[config.mk]
export PLATFORM = sky130hd
export DESIGN_NAME = imm_ext_pipe
export DESIGN_NICKNAME = d
export VERILOG_FILES = /design/src/rtl/imm_ext_pipe_pkg.sv /design/src/rtl/imm_ext_core.sv /design/src/rtl/imm_ext_pipe.sv
export SDC_FILE = /design/constraint.sdc
export NUM_CORES = 1
export LEC_CHECK = 0
export ABC_AREA = 1
export ABC_CLOCK_PERIOD_IN_PS = 7100
export CAP_MARGIN = 20
export CORE_MARGIN = 5
export CORE_UTILIZATION = 50
export DETAILED_ROUTE_END_ITERATION = 12
export PLACE_DENSITY = 0.86
export REMOVE_ABC_BUFFERS = 1
export SYNTH_ARGS = -nofsm -noshare
export SYNTH_HDL_FRONTEND = slang
export SYNTH_HIERARCHICAL = 1
export SYNTH_SLANG_ARGS = --single-unit
[constraint.sdc]
create_clock -name clk -period 7.1 [get_ports clk]
set_clock_uncertainty 0.2 [all_clocks]
set_input_delay 1.42 -clock clk [delete_from_list [all_inputs] [get_ports clk]]
set_output_delay 1.42 -clock clk [all_outputs]
set_load 0.05 [all_outputs]
[src/rtl/imm_ext_pipe_pkg.sv]
// imm_ext_pipe_pkg: shared extension-op encodings and buffer constants
package imm_ext_pipe_pkg;
  localparam int EXTOP_W = 3;
  localparam int FIFO_DEPTH = 2;
  typedef enum logic [EXTOP_W-1:0] {
    EXTOP_ZERO      = 3'd0,
    EXTOP_SIGNED    = 3'd1,
    EXTOP_UPPER     = 3'd2,
    EXTOP_BR_SIGNED = 3'd3,
    EXTOP_BR_ZERO   = 3'd4,
    EXTOP_NONE      = 3'd5,
    EXTOP_RSV6      = 3'd6,
    EXTOP_RSV7      = 3'd7
  } extop_e;
endpackage

[src/rtl/imm_ext_core.sv]
// imm_ext_core: combinational immediate extender shared by pipelined and single-cycle datapaths
module imm_ext_core
  import imm_ext_pipe_pkg::*;
#(
  parameter int IN_W     = 16,
  parameter int OUT_W    = 32,
  parameter int BR_SHIFT = 2
) (
  input  logic [IN_W-1:0]    imm_i,
  input  logic [EXTOP_W-1:0] op_i,
  output logic [OUT_W-1:0]   ext_o,
  output logic               err_o
);
  logic [OUT_W-1:0] zx, sx, up;
  assign zx = OUT_W'(imm_i);
  assign sx = OUT_W'($signed(imm_i));
  assign up = zx << (OUT_W - IN_W);
  // select the extension; NONE and reserved ops yield zero
  always_comb begin
    ext_o = op_i == EXTOP_ZERO      ? zx :
            op_i == EXTOP_SIGNED    ? sx :
            op_i == EXTOP_UPPER     ? up :
            op_i == EXTOP_BR_SIGNED ? sx << BR_SHIFT :
            op_i == EXTOP_BR_ZERO   ? zx << BR_SHIFT : '0;
    err_o = op_i > EXTOP_NONE;
  end
endmodule

[src/rtl/imm_ext_pipe.sv]
// imm_ext_pipe: extends immediates on input and buffers {err, imm} in a 2-entry FIFO
module imm_ext_pipe
  import imm_ext_pipe_pkg::*;
#(
  parameter int IN_W     = 16,
  parameter int OUT_W    = 32,
  parameter int BR_SHIFT = 2
) (
  input  logic               clk,
  input  logic               rst,
  input  logic               in_valid,
  output logic               in_ready,
  input  logic [IN_W-1:0]    in_imm,
  input  logic [EXTOP_W-1:0] in_op,
  output logic               out_valid,
  input  logic               out_ready,
  output logic [OUT_W-1:0]   out_imm,
  output logic               out_err,
  output logic [1:0]         occupancy
);
  logic [OUT_W-1:0] ext;
  logic             err, push, pop;
  logic             wr_q, wr_d, rd_q, rd_d;
  logic [1:0]       cnt_q, cnt_d;
  logic [OUT_W:0]   mem_q [FIFO_DEPTH];
  logic [OUT_W:0]   head;
  imm_ext_core #(.IN_W(IN_W), .OUT_W(OUT_W), .BR_SHIFT(BR_SHIFT)) u_core (
    .imm_i(in_imm),
    .op_i (in_op),
    .ext_o(ext),
    .err_o(err)
  );
  assign in_ready  = !cnt_q[1];
  assign out_valid = |cnt_q;
  assign occupancy = cnt_q;
  assign head      = mem_q[rd_q];
  assign out_imm   = out_valid ? head[OUT_W-1:0] : '0;
  assign out_err   = out_valid & head[OUT_W];
  // handshake decode and next pointer/count; full blocks accept regardless of out_ready
  always_comb begin
    push  = in_valid && in_ready;
    pop   = out_valid && out_ready;
    wr_d  = wr_q ^ push;
    rd_d  = rd_q ^ pop;
    cnt_d = cnt_q + 2'(push) - 2'(pop);
  end
  // pointer and occupancy state; reset discards everything buffered
  always_ff @(posedge clk) begin
    if (rst) begin
      wr_q  <= 1'b0;
      rd_q  <= 1'b0;
      cnt_q <= 2'd0;
    end else begin
      wr_q  <= wr_d;
      rd_q  <= rd_d;
      cnt_q <= cnt_d;
    end
  end
  // storage written only on accept; output is gated so empty entries never leak
  always_ff @(posedge clk) begin
    if (push && !rst) mem_q[wr_q] <= {err, ext};
  end
endmodule

==> impl_metrics.yaml, run 1 <==
drt:
  ant_nets: 0
  wl_um: 6950
  first_pass_iters: 5
  drt_iter0_drc: 141
  vias: 2407
  post_drt_wl_per_cell_um: 15.4
  drc: 0
  avgViaCountPerCell: 5.34
clock_network:
  root_buffer: "clkbuf_8"
  clock_path_buffers: 2
  cts_sinks: 70
  cts_max_level: 3
  cts_made_buffers: 9
  clock_latency_ns: 0.33
  cts_setup_buffers: 0
  cts_tree: "built"
  cts.clk_slew.worst_paths_ns: 0.07
  postCtsHoldBufs: 0
  cts_resized: 0
finish:
  final_nets: 393
  fin_area_sq_mm: 0.00404
  antenna_cells: 0
  drive_gt1_share_pct: 7.75
  syn_to_final_growth_pct: 22.1
  utilization_pct: 63.2
die:
  start_util_pct: 51.7
  core-area_sq_mm: 0.00639
  die_w_um: 91.3
  die_h_um: 91.3
  ioPinCount: 60
  rows: 29
  dieArea_sq_mm: 0.00833
flow_run:
  cap_violations: 0
logic_synthesis:
  synth_cell_types: 25
  synth-seq-cells: 70
  synth_common_cells: "nand2_1 (89), edfxtp_1 (66), a21oi_1 (51)"
  yosysTopAreaCell: "edfxtp_1"
  postSynthCellCount: 316
  yosysWarnings: 6
  syn_area_per_cell_sq_um: 10.5
  synth_edf_count: 66
  synth.area.top_cells: "edfxtp_1 (60%), nand2_1 (10%), a21oi_1 (7.7%)"
  async_flop_share_pct: 0
  ys.flop_type: "edfxtp_1"
  synth.top_cell.area_share_pct: 60.0
  yosysSeqAreaShare_pct: 62.4
  syn_area_sq_mm: 0.00330
  synth_most_common_cell: "nand2_1"
timing:
  max_clock_freq_ghz: 0.248
  hold_violations: 0
  relSlewSlack_pct: 54.6
  rsz0062_at_grt: "no"
  tightestPinTransition_ns: 0.679
  period_share_pct: 56.9
  drv_slew: 0
  final.min_clock_period_ns: 4.04
  worst_slack_ns: 3.06
  finalSetupViolCount: 0
  finalSetupTns_ns: 0
  holdWs_ns: 0.287
setup_path:
  path_class: "reg -> out"
  critPathCaptureType: "primary output"
  worstPathRequired_ns: 5.48
  crit_arrival_ns: 2.42
  cp_max_fo: 35
  ff2ff_path_depth: 4
  start_kind: "flop"
grt:
  grt_max_degree: 36
  grt_use_total_pct: 17.1
  grt_pass1_vias: 2329
  grt_antenna_before_repair: 0
  grt_pass1_wl_um: 11300
  grt-ovfl-total: 0
placement:
  place_area_sq_mm: 0.00388
  place_worst_setup_slack_ns: 3.39
  place_congestion: 0.822
  io_buffer_count: 59
  hpwl_um: 4770
power:
  peakVddDrop_v: 0.000446
  cellPowerDensity_mw_per_mm2: 374
  p_leak_uw: 0.00147
hold_path:
  whs_path_depth: 2
  hp-class: "reg -> reg"
run_status:
  outcome: "finished clean"
-- report_power, final --
group / switching, uW / internal, uW
clock network: 135 / 123
logic: 521 / 215
registers: 17.5 / 496
-- worst paths after layout --
kind / start / to / slack, ns
hold reg to reg: wr_q$_SDFF_PP0_ / wr_q$_SDFF_PP0_ / 0.29
setup / recovery: rd_q$_SDFF_PP0_ / out_imm[20] / 3.06
setup reg to reg: occupancy[1]$_SDFF_PP0_ / mem_q[1][30]$_DFFE_PP_ / 5.41
hold / removal: wr_q$_SDFF_PP0_ / wr_q$_SDFF_PP0_ / 0.29
-- cells in the final DEF, fill, tap and decap left out, types with 3 or more instances in the layout --
| cell | instances |
|---|---|
| clkbuf_8 | 9 |
| clkinv_1 | 3 |
| o21ai_0 | 4 |
| dfxtp_1 | 4 |
| nor2_1 | 8 |
| clkdlybuf4s50_1 | 59 |
| inv_2 | 4 |
| edfxtp_1 | 66 |
| a21oi_1 | 51 |
| nand2_1 | 89 |
| o211ai_1 | 13 |
| inv_1 | 13 |
| nand3_1 | 29 |
-- metrics by stage --
step	total power, uW	instances
detailed placement	1260	435
CTS	1520	451
floorplan	1010	296
global placement	1250	434
global route	1580	451
finish	1510	451
-- per-layer routing --
layer	vias to the layer above	wire, um	track usage, %
met5	-	0	0
met3	10	374	2.98
met2	74	3420	29.0
met1	1115	3050	21.5
li1	1208	-	-
met4	0	106	7.33
-- registers in the layout, summed over array words and instances (netlist names) --
register,count
mem_q,66
rd_q,1
wr_q,1
occupancy,2
-- area by class of cell --
cell class                      count  area, sq um
Fill cell                         518         2350
Inverter                           18         70.1
Sequential cell                    70         2060
Clock buffer                       11          131
Multi-Input combinational cell    208         1020
Tap cell                           77         96.3
Clock inverter                      5         26.3
Timing Repair Buffer               62          633
-- critical path: stages, from the launching register on --
cell and delay [ns]:
dfxtp_1 0.45, buf_16 0.24, inv_4 0.28, nand2_1 0.09, a21oi_1 0.17, clkdlybuf4s50_1 0.83
-- cell families (layout without fill, tap and decap cells) --
kind of cell	Yosys count	in the layout	share of synthesized area, %
AO/OA/AOI/OAI	68	68	11.3
XOR/XNOR	1	1	0.265
flip-flops	70	70	62.4
adder cells (fa/ha/maj)	1	1	0.379
buffers and inverters	38	96	7.08
AND/OR/NAND/NOR	138	138	18.6
No activity file was read; power rests on OpenSTA's default activity.
==> run 2: changes to the inputs <==
--- a/config.mk
+++ b/config.mk
@@ -6,7 +6,7 @@
 export NUM_CORES = 1
 export LEC_CHECK = 0
 export ABC_AREA = 1
-export ABC_CLOCK_PERIOD_IN_PS = 7100
+export ABC_CLOCK_PERIOD_IN_PS = 3900
 export CAP_MARGIN = 20
 export CORE_MARGIN = 5
 export CORE_UTILIZATION = 50
==> constraint.sdc (replaced) <==
create_clock -name clk -period 3.9 [get_ports clk]
set_clock_uncertainty 0.2 [all_clocks]
set_input_delay 0.78 -clock clk [delete_from_list [all_inputs] [get_ports clk]]
set_output_delay 0.78 -clock clk [all_outputs]
set_load 0.05 [all_outputs]
==> impl_metrics.yaml, run 2 (synthesis gave the netlist of run 1 again) <==
clock_network:
  cts_resized: 0
  clock_path_buffers: 2
  cts_setup_buffers: 0
  cts_tree: "built"
  cts_sinks: 70
  postCtsHoldBufs: 0
  cts_max_level: 3
  root_buffer: "clkbuf_8"
  clock_latency_ns: 0.34
  cts.clk_slew.worst_paths_ns: 0.07
  cts_made_buffers: 9
drt:
  drc: 0
  vias: 2537
  first_pass_iters: 5
  post_drt_wl_per_cell_um: 16.3
  avgViaCountPerCell: 5.61
  ant_nets: 0
  wl_um: 7350
  drt_iter0_drc: 350
placement:
  place_worst_setup_slack_ns: 0.942
  hpwl_um: 4920
  io_buffer_count: 59
  place_congestion: 0.792
finish:
  regArea_sq_mm: 0.00206
  syn_to_final_growth_pct: 21.5
  mostFrequentLayoutCell: "nand2_1"
  layout_common_cells: "nand2_1 (89), edfxtp_1 (66), clkdlybuf4s50_1 (59)"
  final_nets: 394
  multi_input_comb_area_sq_mm: 0.00102
  fill_cells: 516
  largest-register: "mem_q"
  antenna_cells: 0
  drive_gt1_share_pct: 7.47
  utilization_pct: 62.9
  largest_reg_flops: 66
setup_path:
  critPathCaptureType: "primary output"
  cp_top_family: "buffers and inverters"
  path_class: "reg -> out"
  cp_num_buf_inv: 3
  worst_r2r_endpoint: "mem_q[1][11]$_DFFE_PP_"
  ff2ff_path_depth: 4
  path_cells: "buf_4 > inv_4 > nand2_1 > a21oi_1 > clkdlybuf4s50_1"
  crit_path_max_incr_delay_ns: 0.85
  cp_max_fo: 35
  worstPathRequired_ns: 2.92
  start_kind: "flop"
  reg2reg_from: "occupancy[1]$_SDFF_PP0_"
  crit_arrival_ns: 2.32
  rrSetupSlack_ns: 2.25
  path_depth: 5
  slowest_stage: "clkdlybuf4s50_1"
power:
  swShare_pct: 44.9
  peakVddDrop_v: 0.000704
  combPwrFrac_pct: 49.2
  p_int_uw: 1510
  cellPowerDensity_mw_per_mm2: 684
  p_leak_uw: 0.00147
  seq_power_share_pct: 33.7
  clkPwrFrac_pct: 17.1
  p_switching_uw: 1230
hold_path:
  hold_end: "wr_q$_SDFF_PP0_"
  hp-class: "reg -> reg"
  min_from: "wr_q$_SDFF_PP0_"
  whs_path_depth: 2
die:
  start_util_pct: 51.7
  ioPinCount: 60
  rows: 29
  dieArea_sq_mm: 0.00833
  die_h_um: 91.3
  die_w_um: 91.3
  core-area_sq_mm: 0.00639
grt:
  grt_max_degree: 36
  grt-ovfl-total: 0
  grt_antenna_before_repair: 0
  grt_pass1_vias: 2482
  grt_pass1_wl_um: 12000
  grt_use_total_pct: 18.3
timing:
  relSlewSlack_pct: 52.2
  tightestPinTransition_ns: 0.714
  period_share_pct: 84.5
  drv_slew: 0
  finalSetupViolCount: 0
  final.min_clock_period_ns: 3.30
  rsz0062_at_grt: "no"
  worst_slack_ns: 0.603
  max_clock_freq_ghz: 0.303
  hold_violations: 0
run_status:
  outcome: "finished clean"
flow_run:
  cap_violations: 0
==> run 2: worst min-delay path, stage by stage, from the launching register on <==
cell and delay, ns:
dfxtp_1 0.31, nand2_1 0.06, a21oi_1 0.05
==> run 2: worst max path at each step <==
stage	startpoint	end	slack [ns]
finish	rd_q$_SDFF_PP0_	out_imm[3]	0.60
global route	rd_q$_SDFF_PP0_	out_imm[3]	0.49
CTS	rd_q$_SDFF_PP0_	out_imm[3]	0.57
detailed placement	in_op[0]	mem_q[0][18]$_DFFE_PP_	0.94
global placement	in_op[0]	mem_q[0][19]$_DFFE_PP_	0.98
floorplan	occupancy[1]$_SDFF_PP0_	mem_q[1][0]$_DFFE_PP_	-0.01
==> run 2: power by group through the flow <==
stage	registers [uW]	logic (uW)	clock network, uW
2_1_floorplan	990	845	0
3_3_place_gp	939	1350	0
3_5_place_dp	942	1360	0
4_1_cts	926	1360	479
5_1_grt	932	1440	517
6_report	926	1350	470
==> run 2: routing by layer <==
metal	GRT usage, %	up-vias	share of wire (%)
met3	4.46	13	8.1
li1	-	1208	-
met1	23.6	1187	40
met4	8.92	0	1.2
met2	29.0	129	50
met5	0	-	0
==> run 2: area by class of cell <==
| cell class | instances | share of cell area (%) |
|---|---|---|
| clock buffer | 13 | 3.46 |
| clock inverter | 3 | 0.280 |
| inverter | 18 | 1.75 |
| multi-input combinational | 208 | 25.3 |
| sequential | 70 | 51.4 |
| tap | 77 | 2.40 |
| timing repair buffer | 63 | 15.5 |
==> run 2: through the flow <==
stage,cells,setup TNS (ns),hold slack (ns),total power [uW],cell area [sq um]
4_1_cts,452,0,0.268,2770,4020
3_5_place_dp,436,0,0.258,2300,3860
5_1_grt,452,0,0.303,2890,4020
6_report,452,0,0.263,2750,4020
2_1_floorplan,296,-0.489,0.234,1830,3140
3_3_place_gp,436,0,0.248,2290,3860
